`src/rtl/ecr_pkg.sv`:
```
// Shared definitions for the ENCRIP 5-bit code stream (encryptor and decryptor).
package ecr_pkg;

    localparam int unsigned DATA_W = 3;
    localparam int unsigned CODE_W = 5;

    localparam logic [CODE_W-1:0] SYNC_WORD_DEF = 5'b11111;
    localparam logic [DATA_W-1:0] KEY_SEED_DEF  = 3'b101;

    typedef enum logic {
        HUNT = 1'b0,
        LOCK = 1'b1
    } ecr_state_t;

    // Code word layout {p1,p0,c[2:0]}: p1 = c2^c1, p0 = c1^c0
    function automatic logic ecr_check(input logic [CODE_W-1:0] code);
        logic [DATA_W-1:0] c;
        c = code[DATA_W-1:0];
        return (code[4] == (c[2] ^ c[1])) && (code[3] == (c[1] ^ c[0]));
    endfunction

    // Period-7 key sequence: 101,011,111,110,100,001,010
    function automatic logic [DATA_W-1:0] key_next(input logic [DATA_W-1:0] k);
        return {k[1:0], k[2] ^ k[1]};
    endfunction

endpackage

```
`src/rtl/ecr_key_lfsr.sv`:
```
// Rolling key register: reseeds on reset or load, otherwise advances on step.
module ecr_key_lfsr
    import ecr_pkg::*;
#(
    parameter logic [DATA_W-1:0] SEED = KEY_SEED_DEF
)(
    input  logic              clk,
    input  logic              RST,
    input  logic              load,
    input  logic              step,
    output logic [DATA_W-1:0] key
);

    // Reseed has priority over stepping
    always_ff @(posedge clk) begin
        if (RST || load) begin
            key <= SEED;
        end else if (step) begin
            key <= key_next(key);
        end
    end

endmodule

```
`src/rtl/ecr_decrypt.sv`:
```
// Receive-side ENCRIP stage: sync-word lock, check-bit verification, key removal.
module ecr_decrypt
    import ecr_pkg::*;
#(
    parameter logic [DATA_W-1:0] KEY_SEED  = KEY_SEED_DEF,
    parameter logic [CODE_W-1:0] SYNC_WORD = SYNC_WORD_DEF,
    parameter int unsigned       MAX_ERR   = 3,
    parameter int unsigned       ERR_W     = 8
)(
    input  logic              clk,
    input  logic              RST,
    input  logic [CODE_W-1:0] ECRi,
    input  logic              ECRi_valid,
    output logic [DATA_W-1:0] Dout,
    output logic              Dout_valid,
    output logic              err,
    output logic [ERR_W-1:0]  err_cnt,
    output logic              locked
);

    localparam int unsigned       CONS_W    = $clog2(MAX_ERR + 1);
    localparam logic [CONS_W-1:0] CONS_LAST = CONS_W'(MAX_ERR - 1);

    ecr_state_t        state;
    logic [CONS_W-1:0] consec;
    logic [DATA_W-1:0] key;

    logic is_sync;
    logic chk_ok;
    logic word_good;
    logic word_bad;
    logic sync_seen;
    logic drop_lock;
    logic key_load;
    logic key_step;

    // Classify the incoming word and derive key control
    always_comb begin
        is_sync   = (ECRi == SYNC_WORD);
        chk_ok    = ecr_check(ECRi);
        sync_seen = ECRi_valid && is_sync;
        word_good = ECRi_valid && (state == LOCK) && !is_sync && chk_ok;
        word_bad  = ECRi_valid && (state == LOCK) && !is_sync && !chk_ok;
        drop_lock = word_bad && (consec == CONS_LAST);
        // A failed word still advances the key so a single hit keeps alignment
        key_load  = sync_seen || drop_lock;
        key_step  = word_good || word_bad;
    end

    ecr_key_lfsr #(
        .SEED (KEY_SEED)
    ) u_key (
        .clk  (clk),
        .RST  (RST),
        .load (key_load),
        .step (key_step),
        .key  (key)
    );

    // Lock FSM, consecutive-error tracking and registered outputs
    always_ff @(posedge clk) begin
        if (RST) begin
            state      <= HUNT;
            consec     <= '0;
            Dout       <= '0;
            Dout_valid <= 1'b0;
            err        <= 1'b0;
            err_cnt    <= '0;
            locked     <= 1'b0;
        end else begin
            Dout_valid <= word_good;
            err        <= word_bad;
            if (word_good) begin
                Dout <= ECRi[DATA_W-1:0] ^ key;
            end
            if (word_bad && (err_cnt != '1)) begin
                err_cnt <= err_cnt + 1'b1;
            end
            if (sync_seen) begin
                state  <= LOCK;
                locked <= 1'b1;
                consec <= '0;
            end else if (drop_lock) begin
                state  <= HUNT;
                locked <= 1'b0;
                consec <= '0;
            end else if (word_bad) begin
                consec <= consec + 1'b1;
            end else if (word_good) begin
                consec <= '0;
            end
        end
    end

endmodule

```
`config.mk`:
```
export PLATFORM = sky130hd
export DESIGN_NAME = ecr_decrypt
export DESIGN_NICKNAME = d
export VERILOG_FILES = /design/src/rtl/ecr_pkg.sv /design/src/rtl/ecr_key_lfsr.sv /design/src/rtl/ecr_decrypt.sv
export SDC_FILE = /design/constraint.sdc
export NUM_CORES = 1
export LEC_CHECK = 0
export BUFFER_PORTS_ARGS = -buffer_cell sky130_fd_sc_hd__buf_2
export CAP_MARGIN = 20
export CORE_MARGIN = 8
export CORE_UTILIZATION = 44
export CTS_CLUSTER_DIAMETER = 120
export DETAILED_ROUTE_END_ITERATION = 6
export GPL_ROUTABILITY_DRIVEN = 0
export PLACE_DENSITY = 0.76
export SETUP_SLACK_MARGIN = 0.02
export SYNTH_ARGS = -nofsm -noshare
export SYNTH_HDL_FRONTEND = slang
export SYNTH_SLANG_ARGS = --single-unit
```
`constraint.sdc`:
```
create_clock -name clk -period 1.82 [get_ports clk]
set_clock_uncertainty 0.2 [all_clocks]
set_input_delay 0.182 -clock clk [delete_from_list [all_inputs] [get_ports clk]]
set_output_delay 0.182 -clock clk [all_outputs]
set_load 0.1 [all_outputs]
```
==> flow_metrics.env, run 1 <==
export IMPL_status="complete, no violations"
export IMPL_yosysTopAreaCellShare=0.406
export IMPL_fin_tns_setup_ns=0
export IMPL_start_util=0.473
export IMPL_syn_area_per_cell_um2=8.76
export IMPL_cts_tree="yes"
export IMPL_drc_errors=0
export IMPL_routed_wl_um=2120
export IMPL_reg2reg_depth=5
export IMPL_hold_class="primary input to flip-flop"
export IMPL_finalCriticalPeriod_ns=1.75
export IMPL_fin_crit_sh=0.961
export IMPL_maxCapViolCount=0
export IMPL_wire_per_inst_um=12.9
export IMPL_post_synth_instance_area_um2=937
export IMPL_grt_usage=0.107
export IMPL_ir_drop_uv=365
export IMPL_clockBufferDepth=2
export IMPL_clkTransAtPathRegs_ns=0.11
export IMPL_cts_root_buf="clkbuf_4"
export IMPL_rsz0062_at_grt="no"
export IMPL_detail_route_antenna_nets=0
export IMPL_synthCells=107
export IMPL_chipHeight_um=62.2
export IMPL_synth_edf_count=0
export IMPL_synth_top_cells_by_area="dfxtp_1 (41%), a21oi_1 (6.4%), or4_1 (4.8%)"
export IMPL_use_met2=0.159
export IMPL_min_path_cells=3
export IMPL_port_buffer_count=21
export IMPL_die_w_um=62.2
export IMPL_drtIter0Drc=22
export IMPL_pin_count=22
export IMPL_rows=16
export IMPL_busiest_layer="met2"
export IMPL_grt_pass1_wl_um=3500
export IMPL_grt_use_met1=0.132
export IMPL_syn_nets=118
export IMPL_slew_violations=0
export IMPL_worstPathArrival_ns=1.78
export IMPL_yosysSeqAreaShare=0.406
export IMPL_end_kind="flip-flop"
export IMPL_synth_cell_types=34
export IMPL_final_area_um2=1210
export IMPL_layout_drive_gt1_share=0.343
export IMPL_cp_start_kind="flip-flop"
export IMPL_crit_fanout=6
export IMPL_synth_ff_type="dfxtp_1"
export IMPL_via_count=882
export IMPL_setup_viol=0
export IMPL_powerDensity_nw_per_um2=588
export IMPL_clock_sinks=19
export IMPL_die_area_um2=3860
export IMPL_place_area_um2=1130
export IMPL_tightest_slew_ns=0.492
export IMPL_grt_overflow_total=0
export IMPL_viasPerCell=5.38
export IMPL_required_ns=1.85
export IMPL_htree_levels=1
export IMPL_firstDrtPassIters=4
export IMPL_finalHoldViolCount=0
export IMPL_yosysWarningCount=0
export IMPL_clock_latency_ns=0.29
export IMPL_nNetsFinal=149
export IMPL_grt_pass1_vias=787
export IMPL_yosysTopAreaCell="dfxtp_1"
export IMPL_dp_hpwl_um=1560
export IMPL_nFillCells=182
export IMPL_ys_seq_elements=19
export IMPL_crit_type="flip-flop to flip-flop"
export IMPL_grt_max_degree=24
export IMPL_antenna_found_initial=0
export IMPL_antennaDiodeCount=0
export IMPL_area_growth_synth_to_final_pct=29.5
export IMPL_slew_headroom=0.674
export IMPL_synthArstFlopShare=0
export IMPL_use_met3=0.0430
export IMPL_cts_buffers=3
export IMPL_fmax_mhz=572
export IMPL_p_leak_nw=0.469
export IMPL_core_um2=1980
[flip-flops by register name, indices dropped and copies added (netlist names)]
name,count
err_cnt,8
Dout,3
u_key.key,3
consec,2
Dout_valid,1
err,1
state,1
[timing repair]
item / in CTS / in global routing
setup buffers: 0 / 5
hold buffers: 1 / 0
endpoints found under the hold margin: 1 / 0
endpoints found under the setup margin: 0 / 3
gates resized for setup: 0 / 1
[area by class of cell]
class / count / area, µm² / share of cell area
multi-input combinational: 79 / 532 / 0.438
sequential: 19 / 412 / 0.339
timing repair buffer: 31 / 195 / 0.161
tap: 27 / 33.8 / 0.0278
clock buffer: 4 / 26.3 / 0.0216
inverter: 4 / 15.0 / 0.0124
[critical path, cell delays in order, from the launching register on]
cell and delay [ns]:
dfxtp_4 0.38, ha_4 0.17, nand3_2 0.06, o211ai_1 0.21
or4_1 0.54, a21oi_1 0.13
[stage by stage]
step	total power [mW]	hold WS, ns	util	setup WS (ns)	cells
after floorplan	0.477	0.0450	-	0.0757	107
after global placement	0.508	0.238	0.573	-0.0848	154
after detailed placement	0.510	0.258	0.573	-0.112	154
after CTS	0.721	0.0269	0.591	0.0947	159
after global routing	0.754	0.0395	0.612	0.0165	164
final	0.714	0.0389	0.612	0.0706	164
[cell families after synthesis]
kind of cell | count (synthesis) | synth area share
xor gates and xnor gates | 6 | 0.0734
DFF | 19 | 0.406
adders and majority gates | 3 | 0.0401
and+or+nand+nor | 38 | 0.222
AOI/OAI and AO/OA | 32 | 0.214
buffers and inverters | 9 | 0.0454
[layout by cell type, fill, tap and decap left out, drive strengths merged]
cell	n
or3	2
buf	30
inv	4
nor3	2
nand2	10
o2111ai	1
xor3	1
xor2	2
a21o	1
a211oi	4
a31oi	1
nor2b	1
nor4	1
o211ai	1
o31ai	4
o31a	1
and3	2
xnor2	3
a21boi	1
ha	3
clkbuf	4
dlygate4sd3	1
and2	2
and4	1
o41ai	1
or4	6
nor2	4
nand4	2
a21oi	12
or2	1
nand3	4
dfxtp	19
o21ai	5
[worst paths after layout]
| kind | end | from | slack, ns |
|---|---|---|---|
| max | err_cnt[2] | err_cnt[0] | 0.07 |
| min | consec[0] | ECRi_valid | 0.04 |
| max reg2reg | err_cnt[2] | err_cnt[0] | 0.07 |
| min reg2reg | err_cnt[6] | err_cnt[6] | 0.27 |
[metal layers]
layer	wire, µm	up-vias
met5	0	-
met4	25	0
met3	134	4
met2	982	20
met1	976	398
li1	-	460
[report_power, final]
part,internal [mW],total (mW),switching [mW]
combinational,0.0425,0.0974,0.0549
clock,0.0852,0.210,0.125
sequential,0.405,0.406,0.00106
[synthesized netlist by cell type (all sizes together) (3+ instances only)]
cell type / instances
dfxtp: 19
ha: 3
a211oi: 4
inv: 4
nor2: 4
o31ai: 4
or4: 6
o21ai: 5
clkbuf: 3
a21oi: 12
xnor2: 3
nand2: 10
nand3: 4
No activity file was read; power rests on OpenSTA's default activity.
==> run 2: changes to the inputs <==
--- a/config.mk
+++ b/config.mk
@@ -5,6 +5,7 @@
 export SDC_FILE = /design/constraint.sdc
 export NUM_CORES = 1
 export LEC_CHECK = 0
+export ABC_AREA = 1
 export BUFFER_PORTS_ARGS = -buffer_cell sky130_fd_sc_hd__buf_2
 export CAP_MARGIN = 20
 export CORE_MARGIN = 8
@@ -12,7 +13,7 @@
 export CTS_CLUSTER_DIAMETER = 120
 export DETAILED_ROUTE_END_ITERATION = 6
 export GPL_ROUTABILITY_DRIVEN = 0
-export PLACE_DENSITY = 0.76
+export PLACE_DENSITY = 0.75
 export SETUP_SLACK_MARGIN = 0.02
 export SYNTH_ARGS = -nofsm -noshare
 export SYNTH_HDL_FRONTEND = slang
==> flow_metrics.env, run 2 <==
export IMPL_slew_violations=0
export IMPL_cts_root_buf="clkbuf_4"
export IMPL_rows=18
export IMPL_setup_viol=0
export IMPL_whs_ns=0.0563
export IMPL_cp_start_kind="flip-flop"
export IMPL_detail_route_antenna_nets=0
export IMPL_crit_type="flip-flop to flip-flop"
export IMPL_hold_class="primary input to flip-flop"
export IMPL_tightest_slew_ns=0.489
export IMPL_reg2reg_depth=8
export IMPL_grt_usage=0.112
export IMPL_whs_endpoint="Dout[0]"
export IMPL_nNetsFinal=186
export IMPL_port_buffer_count=21
export IMPL_core_um2=2390
export IMPL_fmax_mhz=619
export IMPL_status="complete, no violations"
export IMPL_antenna_found_initial=0
export IMPL_layout_commonest_cell="nand2_1"
export IMPL_clkTransAtPathRegs_ns=0.10
export IMPL_synthArstFlopShare=0
export IMPL_synth_common_cells="nand2_1 (43), dfxtp_1 (19), inv_1 (17)"
export IMPL_setup_ws_ns=0.204
export IMPL_cts_buffers=3
export IMPL_syn_nets=159
export IMPL_grt_max_degree=12
export IMPL_yosysSeqAreaShare=0.357
export IMPL_viasPerCell=4.72
export IMPL_powerDensity_nw_per_um2=555
export IMPL_die_area_um2=4250
export IMPL_maxCapViolCount=0
export IMPL_largest_reg_flops=8
export IMPL_start_util=0.446
export IMPL_dp_slack_ns=0.0299
export IMPL_largestRegisters="err_cnt (8), Dout (3), u_key.key (3)"
export IMPL_routed_wl_um=2210
export IMPL_crit_fanout=9
export IMPL_yosysWarningCount=0
export IMPL_grt_overflow_total=0
export IMPL_synth_ff_type="dfxtp_1"
export IMPL_layout_drive_gt1_share=0.282
export IMPL_cts_resized=0
export IMPL_min_path_cells=5
export IMPL_synthCells=148
export IMPL_synth_edf_count=0
export IMPL_drtIter0Drc=47
export IMPL_synth_cell_types=25
export IMPL_clock_latency_ns=0.29
export IMPL_wire_per_inst_um=10.8
export IMPL_clock_sinks=19
export IMPL_firstDrtPassIters=4
export IMPL_required_ns=1.85
export IMPL_end_kind="flip-flop"
export IMPL_r2r_start="err_cnt[0]"
export IMPL_antennaDiodeCount=0
export IMPL_chipHeight_um=65.2
export IMPL_grt_pass1_vias=948
export IMPL_hp_start="ECRi[0]"
export IMPL_r2r_slack_ns=0.20
export IMPL_yosysTopAreaCell="dfxtp_1"
export IMPL_finalHoldViolCount=0
export IMPL_fin_crit_sh=0.888
export IMPL_die_w_um=65.2
export IMPL_rsz0062_at_grt="no"
export IMPL_cts_tree="yes"
export IMPL_via_count=963
export IMPL_finalCriticalPeriod_ns=1.62
export IMPL_slew_headroom=0.676
export IMPL_pin_count=22
export IMPL_clockBufferDepth=2
export IMPL_grt_pass1_wl_um=3900
export IMPL_area_growth_synth_to_final_pct=18.7
export IMPL_synth_top_cells_by_area="dfxtp_1 (36%), nand2_1 (15%), inv_1 (6.0%)"
export IMPL_post_synth_instance_area_um2=1060
export IMPL_rr_endpoint="err_cnt[0]"
export IMPL_fin_util=0.529
export IMPL_worstPathArrival_ns=1.65
export IMPL_yosysMostFrequentCell="nand2_1"
export IMPL_ys_seq_elements=19
export IMPL_ir_drop_uv=376
export IMPL_syn_area_per_cell_um2=7.19
export IMPL_dp_hpwl_um=1780
export IMPL_fin_tns_setup_ns=0
export IMPL_postCtsSetupRepairBufs=0
export IMPL_drc_errors=0
export IMPL_final_cell_mix="nand2_1 (43), buf_2 (21), inv_1 (17), nor2_1 (14), dfxtp_1 (10)"
export IMPL_p_leak_nw=0.586
export IMPL_htree_levels=1
export IMPL_ctsHoldBuffers=2
export IMPL_top_register="err_cnt"
export IMPL_yosysTopAreaCellShare=0.357
## run 2: changes by cell type in the layout (fill, tap and decap cells not counted), sizes merged, moves of 4 or more
cell    previous run  this run
nand2             10        47
inv                4        18
nor2               4        18
buf               30        23
nand4              2         8
or4                6         0
a211oi             4         0
a21oi             12         8
nand3              4         8
o31ai              4         0
## run 2: kinds of logic after synthesis
family	after synthesis	share of synthesized area
AO/OA/AOI/OAI	15	0.0705
XOR/XNOR	5	0.0411
adder cells (fa/ha/maj)	3	0.0353
buffers and inverters	22	0.0881
flip-flops	19	0.357
AND/OR/NAND/NOR	84	0.408
## run 2: layer usage
metal  share of wire  global-route usage  vias up  wire [µm]
li1                -                   -      522          -
met1            0.44               0.121      418        980
met2            0.49               0.198       21       1080
met3           0.056              0.0323        2        123
met4          0.0082              0.0490        0         18
met5               0                   0        -          0
## run 2: worst max-delay path by stage
stage / end / start / slack [ns]
after CTS: err_cnt[0] / err_cnt[0] / 0.19
after detailed placement: u_key.key[2] / ECRi[0] / 0.03
after global placement: u_key.key[0] / ECRi[0] / 0.10
after global routing: err_cnt[0] / err_cnt[0] / 0.05
final: err_cnt[0] / err_cnt[0] / 0.20
after floorplan: err_cnt[6] / err_cnt[5] / 0.04
## run 2: area by class of cell
| cell class | count | area, µm² |
|---|---|---|
| Fill cell | 252 | 1120 |
| Multi-Input combinational cell | 107 | 591 |
| Sequential cell | 19 | 397 |
| Timing Repair Buffer | 25 | 140 |
| Inverter | 19 | 71.3 |
| Tap cell | 30 | 37.5 |
| Clock buffer | 3 | 22.5 |
| Clock inverter | 1 | 5.00 |
## run 2: worst max-delay path, cell delays in order (launching register included)
cell,delay (ns)
dfxtp_4,0.37
ha_1,0.22
nand2_1,0.09
clkinv_1,0.14
nand4_4,0.19
nand3_4,0.14
nand2_1,0.09
nand2_1,0.04
nor2_1,0.07
## run 2: where the power goes
group / total (mW) / switching, mW / internal [mW]
Combinational: 0.0783 / 0.0493 / 0.0290
Clock: 0.208 / 0.126 / 0.0816
Sequential: 0.415 / 0.00131 / 0.414
Total: 0.702 / 0.177 / 0.525
## run 2: stage by stage
step	total power, mW	std cells	area [µm²]
4_1_cts	0.709	204	1260
3_3_place_gp	0.498	198	1220
5_1_grt	0.743	204	1260
6_report	0.702	204	1260
2_1_floorplan	0.483	148	1080
3_5_place_dp	0.501	198	1220
==> run 3: changes to the inputs <==
--- a/config.mk
+++ b/config.mk
@@ -6,14 +6,16 @@
 export NUM_CORES = 1
 export LEC_CHECK = 0
 export ABC_AREA = 1
-export BUFFER_PORTS_ARGS = -buffer_cell sky130_fd_sc_hd__buf_2
+export BUFFER_PORTS_ARGS = -buffer_cell sky130_fd_sc_hd__clkbuf_2
 export CAP_MARGIN = 20
+export CELL_PAD_IN_SITES_DETAIL_PLACEMENT = 1
+export CELL_PAD_IN_SITES_GLOBAL_PLACEMENT = 1
 export CORE_MARGIN = 8
-export CORE_UTILIZATION = 44
+export CORE_UTILIZATION = 37
 export CTS_CLUSTER_DIAMETER = 120
 export DETAILED_ROUTE_END_ITERATION = 6
 export GPL_ROUTABILITY_DRIVEN = 0
-export PLACE_DENSITY = 0.75
+export PLACE_DENSITY = 0.85
 export SETUP_SLACK_MARGIN = 0.02
 export SYNTH_ARGS = -nofsm -noshare
 export SYNTH_HDL_FRONTEND = slang
==> flow_metrics.env, run 3 (synthesized netlist as in run 2, its figures left out) <==
export IMPL_fin_crit_sh=0.914
export IMPL_via_count=1009
export IMPL_crit_top_cell="nor2_1"
export IMPL_antenna_found_initial=0
export IMPL_die_w_um=69.6
export IMPL_largest_reg_flops=8
export IMPL_hp_start="ECRi[0]"
export IMPL_cts_buffers=3
export IMPL_use_met3=0.0272
export IMPL_hold_class="primary input to flip-flop"
export IMPL_finalHoldViolCount=0
export IMPL_grt_usage=0.113
export IMPL_worstPathArrival_ns=1.67
export IMPL_final_cell_mix="nand2_1 (43), clkbuf_2 (21), inv_1 (17), nor2_1 (14), dfxtp_1 (10)"
export IMPL_die_area_um2=4850
export IMPL_start_util=0.386
export IMPL_reg2reg_depth=7
export IMPL_cts_root_buf="clkbuf_4"
export IMPL_rr_endpoint="err_cnt[0]"
export IMPL_grt_overflow_total=0
export IMPL_clock_latency_ns=0.30
export IMPL_crit_type="flip-flop to flip-flop"
export IMPL_required_ns=1.82
export IMPL_final_area_um2=1260
export IMPL_cp_slowest_stage_delay_ns=0.37
export IMPL_place_area_um2=1220
export IMPL_top_register="err_cnt"
export IMPL_rows=19
export IMPL_use_met2=0.213
export IMPL_layout_commonest_cell="nand2_1"
export IMPL_busiest_layer="met2"
export IMPL_wire_per_inst_um=13.2
export IMPL_nNetsFinal=186
export IMPL_slowest_stage="dfxtp_4"
export IMPL_worstPathCellList="ha_1, nand2_1, clkinv_1, nand4_4, nand3_4, nor2_1, nor2_1"
export IMPL_firstDrtPassIters=4
export IMPL_crit_fanout=9
export IMPL_maxCapViolCount=0
export IMPL_pin_count=22
export IMPL_grt_use_met1=0.120
export IMPL_fin_util=0.459
export IMPL_fin_tns_setup_ns=0
export IMPL_cp_startpoint="err_cnt[0]"
export IMPL_dp_hpwl_um=2210
export IMPL_clockBufferDepth=2
export IMPL_largestRegisters="err_cnt (8), Dout (3), u_key.key (3)"
export IMPL_fmax_mhz=601
export IMPL_finalCriticalPeriod_ns=1.66
export IMPL_ir_drop_uv=470
export IMPL_grt_pass1_wl_um=4690
export IMPL_r2r_slack_ns=0.16
export IMPL_end_kind="flip-flop"
export IMPL_grt_max_degree=12
export IMPL_cts_resized=0
export IMPL_port_buffer_count=21
export IMPL_status="complete, no violations"
export IMPL_antennaDiodeCount=0
export IMPL_core_um2=2760
export IMPL_viasPerCell=4.92
export IMPL_slew_violations=0
export IMPL_detail_route_antenna_nets=0
export IMPL_cts_tree="yes"
export IMPL_layout_drive_gt1_share=0.282
export IMPL_r2r_start="err_cnt[0]"
export IMPL_area_growth_synth_to_final_pct=18.8
export IMPL_routed_wl_um=2710
export IMPL_crit_path_end="err_cnt[0]"
export IMPL_htree_levels=1
export IMPL_clock_sinks=19
export IMPL_clkTransAtPathRegs_ns=0.11
export IMPL_rsz0062_at_grt="no"
export IMPL_grt_pass1_vias=1084
export IMPL_chipHeight_um=69.6
export IMPL_p_leak_nw=0.575
export IMPL_slew_headroom=0.639
export IMPL_drtIter0Drc=58
export IMPL_drc_errors=0
export IMPL_cp_start_kind="flip-flop"
export IMPL_setup_viol=0
export IMPL_powerDensity_nw_per_um2=569
export IMPL_postCtsSetupRepairBufs=0
export IMPL_tightest_slew_ns=0.544
[run 3: changes by cell type in the layout (fill, tap and decap cells not counted)]
cell / change
clkbuf_2: +21
buf_2: -21
[run 3: layer usage]
layer  share of wire  up-vias
met3           0.030        2
met2            0.53        9
met1            0.43      477
li1                -      521
met5               0        -
met4          0.0055        0
[run 3: power breakdown]
part / switching [mW] / internal (mW) / leakage [nW]
Sequential: 0.00127 / 0.414 / 0.158
Clock: 0.141 / 0.0818 / 0.0177
Combinational: 0.0527 / 0.0290 / 0.399
Total: 0.195 / 0.525 / 0.575
[run 3: cell type report]
| type | count | area (µm²) |
|---|---|---|
| Tap cell | 31 | 38.8 |
| Multi-Input combinational cell | 107 | 591 |
| Sequential cell | 19 | 397 |
| Clock buffer | 3 | 22.5 |
| Fill cell | 358 | 1490 |
| Inverter | 19 | 71.3 |
| Timing Repair Buffer | 25 | 140 |
| Clock inverter | 1 | 5.00 |
[run 3: how the worst min path moves through the flow]
stage / cells past startpoint / slack [ns] / endpoint
floorplan: 2 / 0.14 / state
global placement: 3 / 0.26 / state
detailed placement: 2 / 0.28 / state
CTS: 5 / 0.05 / Dout[1]
global route: 5 / 0.07 / Dout[1]
finish: 5 / 0.05 / Dout[0]
[run 3: repair_timing]
| action | 4_1_cts | 5_1_grt |
|---|---|---|
| hold endpoints to repair | 3 | 0 |
| hold buffers | 2 | 0 |
| endpoints found under the setup margin | 0 | 2 |
[run 3: worst max-delay path: cells and delay by family, from the launching register on]
family / cells / cell delay, ns
flip-flops: 1 / 0.37
AND/OR/NAND/NOR: 5 / 0.62
adder cells (fa/ha/maj): 1 / 0.22
buffers and inverters: 1 / 0.16
[run 3: through the flow]
stage                     hold slack, ns  total power, mW  cells  setup slack, ns
after global placement             0.260            0.499    199           0.0980
after floorplan                    0.144            0.483    148           0.0373
final                             0.0546            0.720    205            0.157
after CTS                         0.0475            0.733    205            0.120
after detailed placement           0.283            0.504    199           0.0215
after global routing              0.0727            0.752    205           0.0397
